**src/rtl/bps_column_ctrl_pkg.sv**
```systemverilog
// Shared types for the B/PS column edge controller.
package bps_column_ctrl_pkg;

  typedef logic signed [7:0]  int8_t;
  typedef logic signed [15:0] int16_t;

  // IDLE    | waiting for start_i
  // FILL    | accepting ROWS weight beats into the staging registers
  // LOAD    | ROWS-cycle load_B burst, bottom row weight first
  // COMPUTE | zero partial sums at the top, capturing finished sums at the bottom
  // DRAIN   | no new vectors, waiting for in-flight sums to reach the bottom
  typedef enum logic [2:0] {
    IDLE    = 3'd0,
    FILL    = 3'd1,
    LOAD    = 3'd2,
    COMPUTE = 3'd3,
    DRAIN   = 3'd4
  } bps_col_state_e;

  // Weights travel on the shared wire zero-extended; the PE reinterprets the low byte.
  function automatic logic [15:0] b_to_bps(input int8_t b);
    return {8'h00, b};
  endfunction

endpackage

```
**src/rtl/bps_result_fifo.sv**
```systemverilog
// Result FIFO for finished column sums. Push and pop in the same cycle are
// legal even when full; the caller decides what to do with a rejected push.
module bps_result_fifo #(
  parameter int DEPTH = 8,
  parameter int WIDTH = 16
) (
  input  logic             clk_i,
  input  logic             reset,
  input  logic             push_i,
  input  logic [WIDTH-1:0] push_data_i,
  input  logic             pop_i,
  output logic [WIDTH-1:0] pop_data_o,
  output logic             full_o,
  output logic             empty_o
);

  localparam int AW = $clog2(DEPTH);
  localparam logic [AW:0] PTR_ONE = {{AW{1'b0}}, 1'b1};

  logic [WIDTH-1:0] mem_q [DEPTH];
  logic [AW:0]      wr_ptr_q;
  logic [AW:0]      rd_ptr_q;
  logic             do_push;
  logic             do_pop;

  assign empty_o    = (wr_ptr_q == rd_ptr_q);
  assign full_o     = (wr_ptr_q[AW] != rd_ptr_q[AW]) &&
                      (wr_ptr_q[AW-1:0] == rd_ptr_q[AW-1:0]);
  assign do_pop     = pop_i && !empty_o;
  // A pop in the same cycle frees the slot the push needs.
  assign do_push    = push_i && (!full_o || do_pop);
  assign pop_data_o = mem_q[rd_ptr_q[AW-1:0]];

  // Storage and pointer update.
  always_ff @(posedge clk_i or posedge reset) begin
    if (reset) begin
      wr_ptr_q <= '0;
      rd_ptr_q <= '0;
      for (int i = 0; i < DEPTH; i++) mem_q[i] <= '0;
    end else begin
      if (do_push) begin
        mem_q[wr_ptr_q[AW-1:0]] <= push_data_i;
        wr_ptr_q                <= wr_ptr_q + PTR_ONE;
      end
      if (do_pop) rd_ptr_q <= rd_ptr_q + PTR_ONE;
    end
  end

endmodule

```
**src/rtl/bps_column_ctrl.sv**
```systemverilog
// Top/bottom edge controller for one systolic column with shared B/PS wires.
// Stages a column of weights, bursts them with load_B (bottom row first),
// then feeds zero partial sums and captures the finished sums ROWS cycles
// after each vector's col_valid_i. Assumes ROWS >= 2.
module bps_column_ctrl
  import bps_column_ctrl_pkg::*;
#(
  parameter int ROWS       = 4,
  parameter int FIFO_DEPTH = 8
) (
  input  logic        clk_i,
  input  logic        reset,
  input  logic        start_i,
  input  logic        b_valid_i,
  output logic        b_ready_o,
  input  logic [7:0]  b_data_i,
  output logic        load_B_o,
  output logic [15:0] bps_top_o,
  input  logic [15:0] bps_bot_i,
  input  logic        col_valid_i,
  input  logic        done_i,
  output logic        res_valid_o,
  input  logic        res_ready_i,
  output logic [15:0] res_data_o,
  output logic        busy_o,
  output logic        overflow_o
);

  localparam int CW = (ROWS > 1) ? $clog2(ROWS) : 1;
  localparam logic [CW-1:0] CNT_LAST = CW'(ROWS - 1);
  localparam logic [CW-1:0] CNT_ONE  = CW'(1);

  bps_col_state_e  state_q;
  logic [CW-1:0]   fill_cnt_q;
  logic [CW-1:0]   ld_cnt_q;
  int8_t           stage_q [ROWS];
  logic            b_ready_q;
  logic            load_q;
  logic [15:0]     bps_top_q;
  logic [ROWS-1:0] dl_q;
  logic [ROWS-1:0] dl_d;
  logic            overflow_q;

  logic            col_in;
  logic            cap_push;
  logic            fifo_pop;
  logic            fifo_full;
  logic            fifo_empty;

  // Only vectors issued during COMPUTE are tracked; load-phase bottom values never qualify.
  assign col_in   = (state_q == COMPUTE) && col_valid_i;
  assign dl_d     = {dl_q[ROWS-2:0], col_in};
  assign cap_push = dl_q[ROWS-1];
  assign fifo_pop = res_ready_i && !fifo_empty;

  // Control FSM with registered b_ready/load_B/bps_top; ld_cnt_q counts down the stage index being sent.
  always_ff @(posedge clk_i or posedge reset) begin
    if (reset) begin
      state_q    <= IDLE;
      fill_cnt_q <= '0;
      ld_cnt_q   <= '0;
      b_ready_q  <= 1'b0;
      load_q     <= 1'b0;
      bps_top_q  <= '0;
      for (int i = 0; i < ROWS; i++) stage_q[i] <= '0;
    end else begin
      case (state_q)
        IDLE: begin
          if (start_i) begin
            state_q    <= FILL;
            b_ready_q  <= 1'b1;
            fill_cnt_q <= '0;
          end
        end
        FILL: begin
          if (b_valid_i && b_ready_q) begin
            stage_q[fill_cnt_q] <= b_data_i;
            if (fill_cnt_q == CNT_LAST) begin
              // Last beat goes straight onto the wire as burst cycle 0.
              state_q   <= LOAD;
              b_ready_q <= 1'b0;
              load_q    <= 1'b1;
              bps_top_q <= b_to_bps(b_data_i);
              ld_cnt_q  <= CNT_LAST;
            end else begin
              fill_cnt_q <= fill_cnt_q + CNT_ONE;
            end
          end
        end
        LOAD: begin
          if (ld_cnt_q == '0) begin
            state_q   <= COMPUTE;
            load_q    <= 1'b0;
            bps_top_q <= '0;
          end else begin
            ld_cnt_q  <= ld_cnt_q - CNT_ONE;
            bps_top_q <= b_to_bps(stage_q[ld_cnt_q - CNT_ONE]);
          end
        end
        COMPUTE: begin
          if (done_i) state_q <= DRAIN;
        end
        DRAIN: begin
          if (dl_d == '0) state_q <= IDLE;
        end
        default: state_q <= IDLE;
      endcase
    end
  end

  // Delay line aligning each vector's col_valid with its sum at the bottom.
  always_ff @(posedge clk_i or posedge reset) begin
    if (reset) dl_q <= '0;
    else       dl_q <= dl_d;
  end

  // Sticky overflow: set on a dropped capture, cleared when a new job starts.
  always_ff @(posedge clk_i or posedge reset) begin
    if (reset) begin
      overflow_q <= 1'b0;
    end else if (state_q == IDLE && start_i) begin
      overflow_q <= 1'b0;
    end else if (cap_push && fifo_full && !fifo_pop) begin
      overflow_q <= 1'b1;
    end
  end

  bps_result_fifo #(
    .DEPTH (FIFO_DEPTH),
    .WIDTH (16)
  ) u_fifo (
    .clk_i       (clk_i),
    .reset       (reset),
    .push_i      (cap_push),
    .push_data_i (bps_bot_i),
    .pop_i       (fifo_pop),
    .pop_data_o  (res_data_o),
    .full_o      (fifo_full),
    .empty_o     (fifo_empty)
  );

  assign b_ready_o   = b_ready_q;
  assign load_B_o    = load_q;
  assign bps_top_o   = bps_top_q;
  assign res_valid_o = !fifo_empty;
  assign busy_o      = (state_q != IDLE);
  assign overflow_o  = overflow_q;

endmodule

```
**config.mk**
```make
export PLATFORM = sky130hd
export DESIGN_NAME = bps_column_ctrl
export DESIGN_NICKNAME = d
export VERILOG_FILES = /design/src/rtl/bps_column_ctrl_pkg.sv /design/src/rtl/bps_result_fifo.sv /design/src/rtl/bps_column_ctrl.sv
export SDC_FILE = /design/constraint.sdc
export NUM_CORES = 1
export LEC_CHECK = 0
export BUFFER_PORTS_ARGS = -buffer_cell sky130_fd_sc_hd__clkbuf_2
export CAP_MARGIN = 0
export CORE_AREA = 2 2 160 100
export DETAILED_ROUTE_END_ITERATION = 10
export DIE_AREA = 0 0 162 102
export GPL_ROUTABILITY_DRIVEN = 0
export PLACE_DENSITY = 0.77
export SETUP_SLACK_MARGIN = 0.3
export SLEW_MARGIN = 30
export SYNTH_ARGS = -nofsm -noshare
export SYNTH_HDL_FRONTEND = slang
export SYNTH_SLANG_ARGS = --single-unit
```
**constraint.sdc**
```tcl
create_clock -name clk_i -period 17.9 [get_ports clk_i]
set_input_delay 1.79 -clock clk_i [delete_from_list [all_inputs] [get_ports clk_i]]
set_output_delay 1.79 -clock clk_i [all_outputs]
set_load 0.01 [all_outputs]
```
==> flow_metrics.tcl <==
set metrics [dict create \
    outcome "finished clean" \
    crit_chain "buf_4 > mux4_2 > mux2_2 > clkbuf_2" \
    whs_ps 391 \
    fin_setup_tns_ps 0 \
    leakagePower_nw 4.64 \
    hold_class "flip-flop to flip-flop" \
    grt_pass1_wl_um 28500 \
    crit_path_start_kind "flip-flop" \
    finalSetupViolCount 0 \
    rrSetupSlack_ps 15240 \
    n_fill_cell 1081 \
    fin_total_pwr_mw 1.48 \
    cp.arrival_ps 2550 \
    dpl.cell_count 801 \
    drc 0 \
    finClkSkew_ps 16.6 \
    yosysMostFrequentCell "dfrtp_1" \
    slew_violations 0 \
    seq_area_frac_synth 0.547 \
    synth_top_area_share 0.547 \
    rsz0062_at_grt "no" \
    place_area_um2 9100 \
    worstSetupPathType "flip-flop to output port" \
    cts_buffer_depth 2 \
    ys.flop_type "dfrtp_1" \
    vias_per_cell 5.91 \
    finalNetCount 655 \
    grt_max_degree 109 \
    numCtsBuffers 17 \
    pre_cts_ws_ps 13960 \
    netlist_area_um2 8690 \
    fin_util 0.646 \
    tightest_slew_ps 995 \
    drive_gt1_frac 0.508 \
    fmax_mhz 231 \
    wl_per_cell_um 21.0 \
    drtPass1Iterations 5 \
    core_area_um2 15000 \
    worst_path_largest_cell_delay_ps 600 \
    htree_levels 4 \
    cp.required_ps 16110 \
    cp-end-kind "output port" \
    grt_use_total 0.228 \
    dr.first_iter.drc_count 284 \
    synth_top_area_cell "dfrtp_1" \
    ios 68 \
    n_antenna_cell 0 \
    fp.dieW_um 162 \
    clkLatencyLatePin_ps 430 \
    cts.sinks 190 \
    async_flop_share 1.00 \
    finalCritPeriodShare 0.242 \
    drt_wl_total_um 17500 \
    ir_drop_uv 78.1 \
    die_h_um 102 \
    grt_pass1_vias 5153 \
    hpwl_um 11300 \
    cts.clk_slew.worst_paths_ps 70 \
    synth_cells 565 \
    io_buffers 59 \
    root_buffer "clkbuf_16" \
    path_max_fanout 25 \
    finalCriticalPeriod_ps 4340 \
    antenna_found_initial 0 \
    worst_slack_ps 13560 \
    crit_slowest_cell "dfrtp_2" \
    hold_viol 0 \
    dieArea_um2 16500 \
    synth_edf_count 0 \
    synth_common_cells "dfrtp_1, mux2_2, mux4_2, nand2_1" \
    post_synth_main_area_contributors "dfrtp_1, mux2_2, mux4_2" \
    hold_buffers 0 \
    fin_cells 833 \
    avgSynthCellArea_um2 15.4 \
    grt-ovfl-total 0 \
    maxSlewHeadroom 0.335 \
    cts_tree "yes" \
    ctsResizeCount 0 \
    cts_setup_buffers 0 \
    p_per_area_nw_per_um2 153 \
    ys_warn_count 0 \
    postLayoutCellArea_um2 9680 \
    rows 35 \
    yosys_register_bits 190 \
    vias 4922 \
    maxCapViolCount 0 \
    area_delta_synth_final_pct 11.4 \
    ant_nets 0 \
    synth.distinct_cells 40 \
    initial_core_util 0.580 \
]
==> area by class of cell <==
type | instances | area [um^2] | share of cell area
flip-flops and latches | 190 | 4760 | 0.491
multi-input cells | 334 | 3720 | 0.384
clock buffers | 18 | 429 | 0.0443
repair buffers | 63 | 329 | 0.0340
well taps | 203 | 254 | 0.0262
clock inverters | 14 | 143 | 0.0147
inverters | 11 | 48.8 | 0.00504
==> cells by family (layout without fill, tap and decap cells) <==
logic type      count (synthesis)  in the layout  synth area share
mux                           219            219             0.339
flops                         190            190             0.547
simple gates                   59             59            0.0353
buf+inv                        48            106            0.0285
compound gates                 31             31            0.0286
xor+xnor                       10             10            0.0109
fa+ha+maj                       7              7            0.0101
other cells                     1              8          0.000431
==> where the power goes <==
group          internal, mW  leakage, nW  switching (mW)  total (mW)
combinational         0.263         1.86           0.190       0.453
clock                 0.186        0.274           0.180       0.366
sequential            0.557         2.51           0.102       0.659
total                  1.01         4.64           0.472        1.48
==> placed cells by master, fill, tap and decap left out, types with 3 or more instances in the layout <==
cell       count
a21oi_1        3
a221o_1        8
and3_1         4
buf_4          3
clkbuf_16     17
clkbuf_2      59
conb_1         8
dfrtp_1      188
ha_1           7
inv_1         10
inv_6          6
inv_8          4
mux2_2       169
mux2_4         9
mux4_2        40
nand2_1       19
nand2b_1       3
nand3_1        3
nor2_1         7
nor2b_1       12
o21ai_0        8
xnor2_1        8
==> state kept, by name, summed over array words and instances, names as in the netlist <==
signal           cells
u_fifo.rd_ptr_q      4
dl_q                 4
load_B_o             1
b_ready_o            1
overflow_o           1
fill_cnt_q           2
state_q              3
u_fifo.wr_ptr_q      4
ld_cnt_q             2
u_fifo.mem_q       128
stage_q             32
bps_top_o            8
==> per-layer routing <==
metal,GRT usage,share of wire,up-vias,wire (um)
met4,0.0694,0.0088,0,153
met2,0.367,0.48,106,8370
li1,-,-,2193,-
met3,0.0406,0.042,13,731
met1,0.326,0.47,2610,8210
met5,0,0,-,0
==> final timing paths <==
check                                    from                 end  cells past startpoint
max                        u_fifo.rd_ptr_q[0]      res_data_o[14]                      4
min                                   dl_q[2]             dl_q[3]                      0
max reg2reg                u_fifo.rd_ptr_q[2]   u_fifo.mem_q[122]                      4
min reg2reg                           dl_q[2]             dl_q[3]                      0
max in group asynchronous               reset  u_fifo.rd_ptr_q[0]                      3
min in group asynchronous               reset    u_fifo.mem_q[90]                      2
==> worst max-delay path, delay by kind of cell (launching register included) <==
kind     cells  cell delay (ps)
flops        1              600
mux          2              860
buf+inv      2              630
Note: power is estimated with default switching activity, not from simulation.
